<file path="src/rtl/sched_issue.sv">
// sched_issue -- single-entry in-order issue stage for the Raisin64 core.
//
// Holds one decoded instruction and issues it to a free execution unit of
// the matching class once its operands and destinations are free. A
// per-register scoreboard covers read-after-write and write-after-write
// hazards. ALUs are picked round-robin. Undecodable instructions are dropped
// and reported on the illegal pulse.
//
// Ports:
//   clk, rst_n                  clock, asynchronous active-low reset
//   flush                       discard the held instruction
//   in_valid / in_ready         decode handshake (in_ready is combinational)
//   in_type, in_unit            decoded type bit and unit field
//   in_r1, in_r2                source registers
//   in_rd, in_rd2               destination registers (rd2 for advint only)
//   wb_valid, wb_rn             finish ports, port i at wb_rn[i*REG_BITS +: REG_BITS]
//   alu_busy, *_busy            execution-unit busy flags
//   alu_en, *_en                registered one-cycle issue pulses
//   iss_rd, iss_rd2             destinations of the issued instruction, else 0
//   illegal                     registered pulse for a dropped instruction
//   sb_busy                     scoreboard contents (bit 0 always 0)
module sched_issue #(
  parameter int REG_BITS = 6,
  parameter int NUM_ALU  = 2,
  parameter int NUM_WB   = 2
) (
  input  logic                         clk,
  input  logic                         rst_n,
  input  logic                         flush,
  input  logic                         in_valid,
  output logic                         in_ready,
  input  logic                         in_type,
  input  logic [2:0]                   in_unit,
  input  logic [REG_BITS-1:0]          in_r1,
  input  logic [REG_BITS-1:0]          in_r2,
  input  logic [REG_BITS-1:0]          in_rd,
  input  logic [REG_BITS-1:0]          in_rd2,
  input  logic [NUM_WB-1:0]            wb_valid,
  input  logic [NUM_WB*REG_BITS-1:0]   wb_rn,
  input  logic [NUM_ALU-1:0]           alu_busy,
  input  logic                         advint_busy,
  input  logic                         mem_busy,
  input  logic                         branch_busy,
  output logic [NUM_ALU-1:0]           alu_en,
  output logic                         advint_en,
  output logic                         mem_en,
  output logic                         branch_en,
  output logic [REG_BITS-1:0]          iss_rd,
  output logic [REG_BITS-1:0]          iss_rd2,
  output logic                         illegal,
  output logic [(1<<REG_BITS)-1:0]     sb_busy
);

  localparam int NUM_REG = 1 << REG_BITS;
  localparam int PTR_W   = (NUM_ALU > 1) ? $clog2(NUM_ALU) : 1;

  // (base + off) modulo NUM_ALU, for off in [0, NUM_ALU]
  function automatic logic [PTR_W-1:0] wrap_idx(input logic [PTR_W-1:0] base, input int off);
    int sum;
    sum = int'(base) + off;
    if (sum >= NUM_ALU) begin
      sum = sum - NUM_ALU;
    end else begin
      sum = sum;
    end
    return sum[PTR_W-1:0];
  endfunction

  logic                hold_valid_r;
  logic                hold_type_r;
  logic [2:0]          hold_unit_r;
  logic [REG_BITS-1:0] hold_r1_r, hold_r2_r, hold_rd_r, hold_rd2_r;
  logic [NUM_REG-1:0]  sb_r;
  logic [PTR_W-1:0]    rr_ptr_r;

  logic                cls_alu_s, cls_adv_s, cls_mem_s, cls_br_s, cls_none_s;
  logic [NUM_REG-1:0]  wb_clr_s, eff_busy_s, sb_next_s;
  logic                alu_found_s;
  logic [PTR_W-1:0]    alu_gnt_s;
  logic [NUM_ALU-1:0]  alu_onehot_s;
  logic                hazard_s, unit_free_s, issue_s, drop_s, leave_s;

  // Unit class of the held instruction
  always_comb begin
    cls_alu_s  = ~hold_unit_r[2];
    cls_adv_s  = ~hold_type_r & (hold_unit_r == 3'd4);
    cls_mem_s  = hold_type_r & ((hold_unit_r == 3'd4) | (hold_unit_r == 3'd5) | (hold_unit_r == 3'd6));
    cls_br_s   = (hold_unit_r == 3'd7);
    cls_none_s = ~hold_type_r & ((hold_unit_r == 3'd5) | (hold_unit_r == 3'd6));
  end

  // Registers finishing this cycle; a same-cycle finish bypasses the hazard
  always_comb begin
    wb_clr_s = '0;
    for (int i = 0; i < NUM_WB; i++) begin
      if (wb_valid[i]) begin
        wb_clr_s[wb_rn[i*REG_BITS +: REG_BITS]] = 1'b1;
      end else begin
        wb_clr_s = wb_clr_s;
      end
    end
    eff_busy_s = sb_r & ~wb_clr_s;
  end

  // Round-robin ALU pick: first free ALU at or after rr_ptr
  always_comb begin
    alu_found_s = 1'b0;
    alu_gnt_s   = '0;
    for (int k = 0; k < NUM_ALU; k++) begin
      if (!alu_found_s && !alu_busy[wrap_idx(rr_ptr_r, k)]) begin
        alu_found_s = 1'b1;
        alu_gnt_s   = wrap_idx(rr_ptr_r, k);
      end else begin
        alu_found_s = alu_found_s;
      end
    end
    for (int k = 0; k < NUM_ALU; k++) begin
      alu_onehot_s[k] = (int'(alu_gnt_s) == k);
    end
  end

  // Issue / drop decision and decode handshake
  always_comb begin
    hazard_s = eff_busy_s[hold_r1_r] | eff_busy_s[hold_r2_r] | eff_busy_s[hold_rd_r] |
               (cls_adv_s & eff_busy_s[hold_rd2_r]);
    unit_free_s = (cls_alu_s & alu_found_s) | (cls_adv_s & ~advint_busy) |
                  (cls_mem_s & ~mem_busy) | (cls_br_s & ~branch_busy);
    issue_s  = hold_valid_r & ~flush & ~cls_none_s & ~hazard_s & unit_free_s;
    drop_s   = hold_valid_r & ~flush & cls_none_s;
    leave_s  = issue_s | drop_s;
    in_ready = ~flush & (~hold_valid_r | leave_s);
  end

  // Next scoreboard: clear finished registers, then set issued destinations
  always_comb begin
    sb_next_s = sb_r & ~wb_clr_s;
    if (issue_s) begin
      sb_next_s[hold_rd_r] = 1'b1;
      if (cls_adv_s) begin
        sb_next_s[hold_rd2_r] = 1'b1;
      end else begin
        sb_next_s = sb_next_s;
      end
    end else begin
      sb_next_s = sb_next_s;
    end
    // r0 is never tracked, which also covers "set only if nonzero"
    sb_next_s[0] = 1'b0;
  end

  // Hold register: flush empties it, otherwise reload on accept or empty on leave
  always_ff @(posedge clk or negedge rst_n) begin
    if (!rst_n) begin
      hold_valid_r <= 1'b0;
      hold_type_r  <= 1'b0;
      hold_unit_r  <= 3'd0;
      hold_r1_r    <= '0;
      hold_r2_r    <= '0;
      hold_rd_r    <= '0;
      hold_rd2_r   <= '0;
    end else if (flush) begin
      hold_valid_r <= 1'b0;
    end else if (in_valid && in_ready) begin
      hold_valid_r <= 1'b1;
      hold_type_r  <= in_type;
      hold_unit_r  <= in_unit;
      hold_r1_r    <= in_r1;
      hold_r2_r    <= in_r2;
      hold_rd_r    <= in_rd;
      hold_rd2_r   <= in_rd2;
    end else if (leave_s) begin
      hold_valid_r <= 1'b0;
    end else begin
      hold_valid_r <= hold_valid_r;
    end
  end

  // Scoreboard and round-robin pointer; flush leaves both untouched
  always_ff @(posedge clk or negedge rst_n) begin
    if (!rst_n) begin
      sb_r     <= '0;
      rr_ptr_r <= '0;
    end else begin
      sb_r <= sb_next_s;
      if (issue_s && cls_alu_s) begin
        rr_ptr_r <= wrap_idx(alu_gnt_s, 1);
      end else begin
        rr_ptr_r <= rr_ptr_r;
      end
    end
  end

  // Registered issue pulses and destinations
  always_ff @(posedge clk or negedge rst_n) begin
    if (!rst_n) begin
      alu_en    <= '0;
      advint_en <= 1'b0;
      mem_en    <= 1'b0;
      branch_en <= 1'b0;
      iss_rd    <= '0;
      iss_rd2   <= '0;
      illegal   <= 1'b0;
    end else begin
      alu_en    <= (issue_s && cls_alu_s) ? alu_onehot_s : '0;
      advint_en <= issue_s & cls_adv_s;
      mem_en    <= issue_s & cls_mem_s;
      branch_en <= issue_s & cls_br_s;
      iss_rd    <= issue_s ? hold_rd_r : '0;
      iss_rd2   <= (issue_s && cls_adv_s) ? hold_rd2_r : '0;
      illegal   <= drop_s;
    end
  end

  assign sb_busy = sb_r;

endmodule
</file>
<file path="config.mk">
export PLATFORM = sky130hd
export DESIGN_NAME = sched_issue
export DESIGN_NICKNAME = d
export VERILOG_FILES = /design/src/rtl/sched_issue.sv
export SDC_FILE = /design/constraint.sdc
export NUM_CORES = 1
export LEC_CHECK = 0
export CAP_MARGIN = 20
export CORE_MARGIN = 8
export CORE_UTILIZATION = 45
export CTS_BUF_LIST = sky130_fd_sc_hd__clkbuf_2
export CTS_CLUSTER_SIZE = 20
export DETAILED_ROUTE_END_ITERATION = 10
export PLACE_DENSITY = 0.75
export SETUP_SLACK_MARGIN = 0.15
export SYNTH_ARGS = -nofsm -noshare
export SYNTH_HDL_FRONTEND = slang
export SYNTH_SLANG_ARGS = --single-unit
export TNS_END_PERCENT = 100
</file>
<file path="constraint.sdc">
create_clock -name clk -period 8.65 [get_ports clk]
set_input_delay 1.73 -clock clk [delete_from_list [all_inputs] [get_ports clk]]
set_output_delay 1.73 -clock clk [all_outputs]
set_load 0.03 [all_outputs]
</file>
==> out/results.tsv <==
stage	metric	value	unit
clock_tree	H-tree Lvls	3	
timing	Worst slew margin	16.9	%
global_route	initial antenna violation count	0	
setup_path	crit-path cells	clkdlybuf4s50_1, nand4b_1, o221ai_1, o22ai_1, o31ai_1, a21oi_1, a311oi_1, nor3_1, or4_2, a31oi_1, clkdlybuf4s50_1	
setup_path	Critical Path Most Common Cell	clkdlybuf4s50_1	
layout	most frequent cells in the layout	131 x clkdlybuf4s50_1, 111 x dfrtp_1, 81 x a22oi_1	
timing	Final WS setup	0.457	ns
job	max_cap viols	0	
clock_tree	CTS tree	built	
power_and_ir_drop	Power Density	208	nW/µm²
setup_path	Critical Path Max Stage Delay	0.92	ns
yosys	syn avg cell area	8.91	µm²
timing	Min Hold Slack	0.550	ns
global_route	grt total ovfl	0	
layout	layout cell share with drive strength beyond 1	10.3	%
power_and_ir_drop	cell leakage power	3.53	nW
placement	number of port buffers	132	
min_path	Hold Crit Class	reg2reg	
setup_path	Crit Path Class	in2out	
global_route	largest net degree at the start of global routing	79	
yosys	register area share after synthesis	35.1	%
yosys	post-synth top area cell	dfrtp_1	
setup_path	Crit. End Element	output port	
yosys	synthesis-stage register bit count	111	
yosys	Area contributors post-synth	dfrtp_1 35%, a22oi_1 7.7%, o221ai_1 5.6%	
clock_tree	CTS resizes	0	
die	FP Rows	48	
drt	DRT Wirelength	36.5	mm
setup_path	Worst path slowest cell	o221ai_1	
power_and_ir_drop	maximum VDD drop	122	µV
layout	antenna cell count	0	
yosys	top_reg_cell synth	dfrtp_1	
die	Die Width	149	µm
die	Core Footprint	17200	µm²
drt	vias	8910	
drt	M1 WL	13.8	mm
clock_tree	Clock Tree Root	clkbuf_2	
placement	dpl ws	0.622	ns
setup_path	Critical Path AT	6.46	ns
yosys	Synth warnings	0	
yosys	Synth Instances	888	
setup_path	crit path launch type	primary input	
drt	Highest Signal Layer	met4	
yosys	EDFF count, synth	0	
drt	WL met2	16.1	mm
layout	NumNets Final	1052	
timing	Worst Tran Pin Value	1.24	ns
drt	drt pass-1 iters	6	
drt	Post-route DRC	0	
layout	Layout fillers	1599	
setup_path	CP top delay family	compound AO/OA/AOI/OAI gates	
global_route	gr usage total	32.6	%
clock_tree	register clock-pin slew on the reported worst setup and hold paths	0.30	ns
timing	number of setup violations in the final report	0	
placement	Post-DP HPWL	27.0	mm
drt	Vias per Instance	7.24	
timing	unrepaired setup endpoints after global routing	false	
timing	final clock skew	0.0681	ns
timing	final hold viol count	0	
drt	WL met3	4.34	mm
global_route	vias in the first global route	8743	
timing	Tmin final	8.19	ns
yosys	Post-synth ARST share	100	%
clock_tree	CTS buffer count	9	
drt	Antenna Nets Post-Route	0	
drt	Detailed Route Iter0 Violations	1331	
die	io pins	134	
clock_tree	# clock sinks	111	
yosys	top cell type's share of synthesized area	35.1	%
setup_path	Critical path buffers and inverters	2	
die	Die Span Y	149	µm
power_and_ir_drop	total chip power	0.00201	W
timing	crit share post-route	94.7	%
placement	final weighted congestion of routability-driven global placement	1.02	
die	Die ar.	22100	µm²
yosys	Synthesized Nets	939	
layout	area grow syn2layout	22.4	%
clock_tree	clock insertion delay at the later pin of the skew report	0.71	ns
global_route	global-route wire length before repair	54.8	mm
outcome	outcome	completed	
clock_tree	Hold-fix buffers, CTS	0	
clock_tree	clk buf depth	2	
timing	Fin Setup TNS	0	ns
yosys	Yosys cell types	78	
drt	WL/cell	29.7	µm
clock_tree	post-CTS setup buffers	0	
die	initial core utilization	45.9	%
layout	most common cell after layout, fill and taps aside	clkdlybuf4s50_1	
yosys	synthesized area	7910	µm²
timing	fin. max-slew vios	0	
setup_path	Worst Path Required	6.92	ns
setup_path	crit-path max FO	16	
timing	Achievable Freq	0.122	GHz
[report_power, final]
part | total [W] | internal (W) | switching [W]
Combinational | 0.000959 | 0.000354 | 0.000605
Clock | 0.000298 | 0.000100 | 0.000198
Sequential | 0.000755 | 0.000594 | 0.000161
Total | 0.00201 | 0.00105 | 0.000964
[synth_stat cells (10+ instances only)]
cell      count
o221ai_1     51
nor3_1       41
nor2_1       73
buf_2        20
dfrtp_1     111
mux2_1       19
o22ai_1      32
nand3_1      27
a22oi_1      81
o21ai_0      80
clkbuf_1     47
mux2i_1      19
nor2b_1      10
nand3b_1     10
nand2b_1     12
nand2_1      39
inv_1        16
mux2_2       11
nand4b_1     10
[kinds of logic (layout without fill, tap and decap cells)]
logic type,count (synthesis),count (layout),synth area share (%)
flops,111,111,35.1
buf+inv,93,211,5.11
other cells,1,1,0.0474
xor+xnor,1,1,0.111
simple gates,299,299,20.9
mux,56,56,8.67
compound gates,327,327,30.1
[area by class of cell]
| type | instances | area (µm²) | share of cell area (%) |
|---|---|---|---|
| Tap cell | 225 | 282 | 2.91 |
| Timing Repair Buffer | 178 | 1660 | 17.2 |
| Clock inverter | 7 | 105 | 1.08 |
| Clock buffer | 9 | 45.0 | 0.465 |
| Inverter | 17 | 63.8 | 0.659 |
| Multi-Input combinational cell | 684 | 4750 | 49.1 |
| Sequential cell | 111 | 2780 | 28.7 |
[state kept, by name, summed over array words and instances, names as in the netlist]
| signal | flops |
|---|---|
| advint_en | 1 |
| alu_en | 2 |
| branch_en | 1 |
| hold_r1_r | 6 |
| hold_r2_r | 6 |
| hold_rd2_r | 6 |
| hold_rd_r | 6 |
| hold_type_r | 1 |
| hold_unit_r | 3 |
| hold_valid_r | 1 |
| illegal | 1 |
| iss_rd | 6 |
| iss_rd2 | 6 |
| mem_en | 1 |
| rr_ptr_r | 1 |
| sb_busy | 63 |
[worst paths after layout]
kind,start,endpoint,slack [ns],depth (start not counted)
setup / recovery,wb_rn[2],in_ready,0.46,11
hold / removal,hold_unit_r[2],alu_en[1],0.55,1
setup reg to reg,hold_rd2_r[2],hold_rd2_r[1],3.21,11
hold reg to reg,hold_unit_r[2],alu_en[1],0.55,1
max in group asynchronous,rst_n,hold_rd_r[3],6.41,2
min in group asynchronous,rst_n,sb_busy[47],1.04,1
[per-stage QoR]
stage               std cells  area [µm²]  utilization (%)
global route             1231        9690             56.2
CTS                      1230        9680             56.2
detailed placement       1214        9530             55.3
finish                   1231        9690             56.2
global placement         1212        9520             55.2
floorplan                 888        7910                -
[metal layers]
layer  GRT usage, %  up-vias
li1               -     3753
met1           41.5     4251
met2           48.7      749
met3           8.84      157
met4           19.5        0
met5              0        -
(Power assumes the default switching activity.)
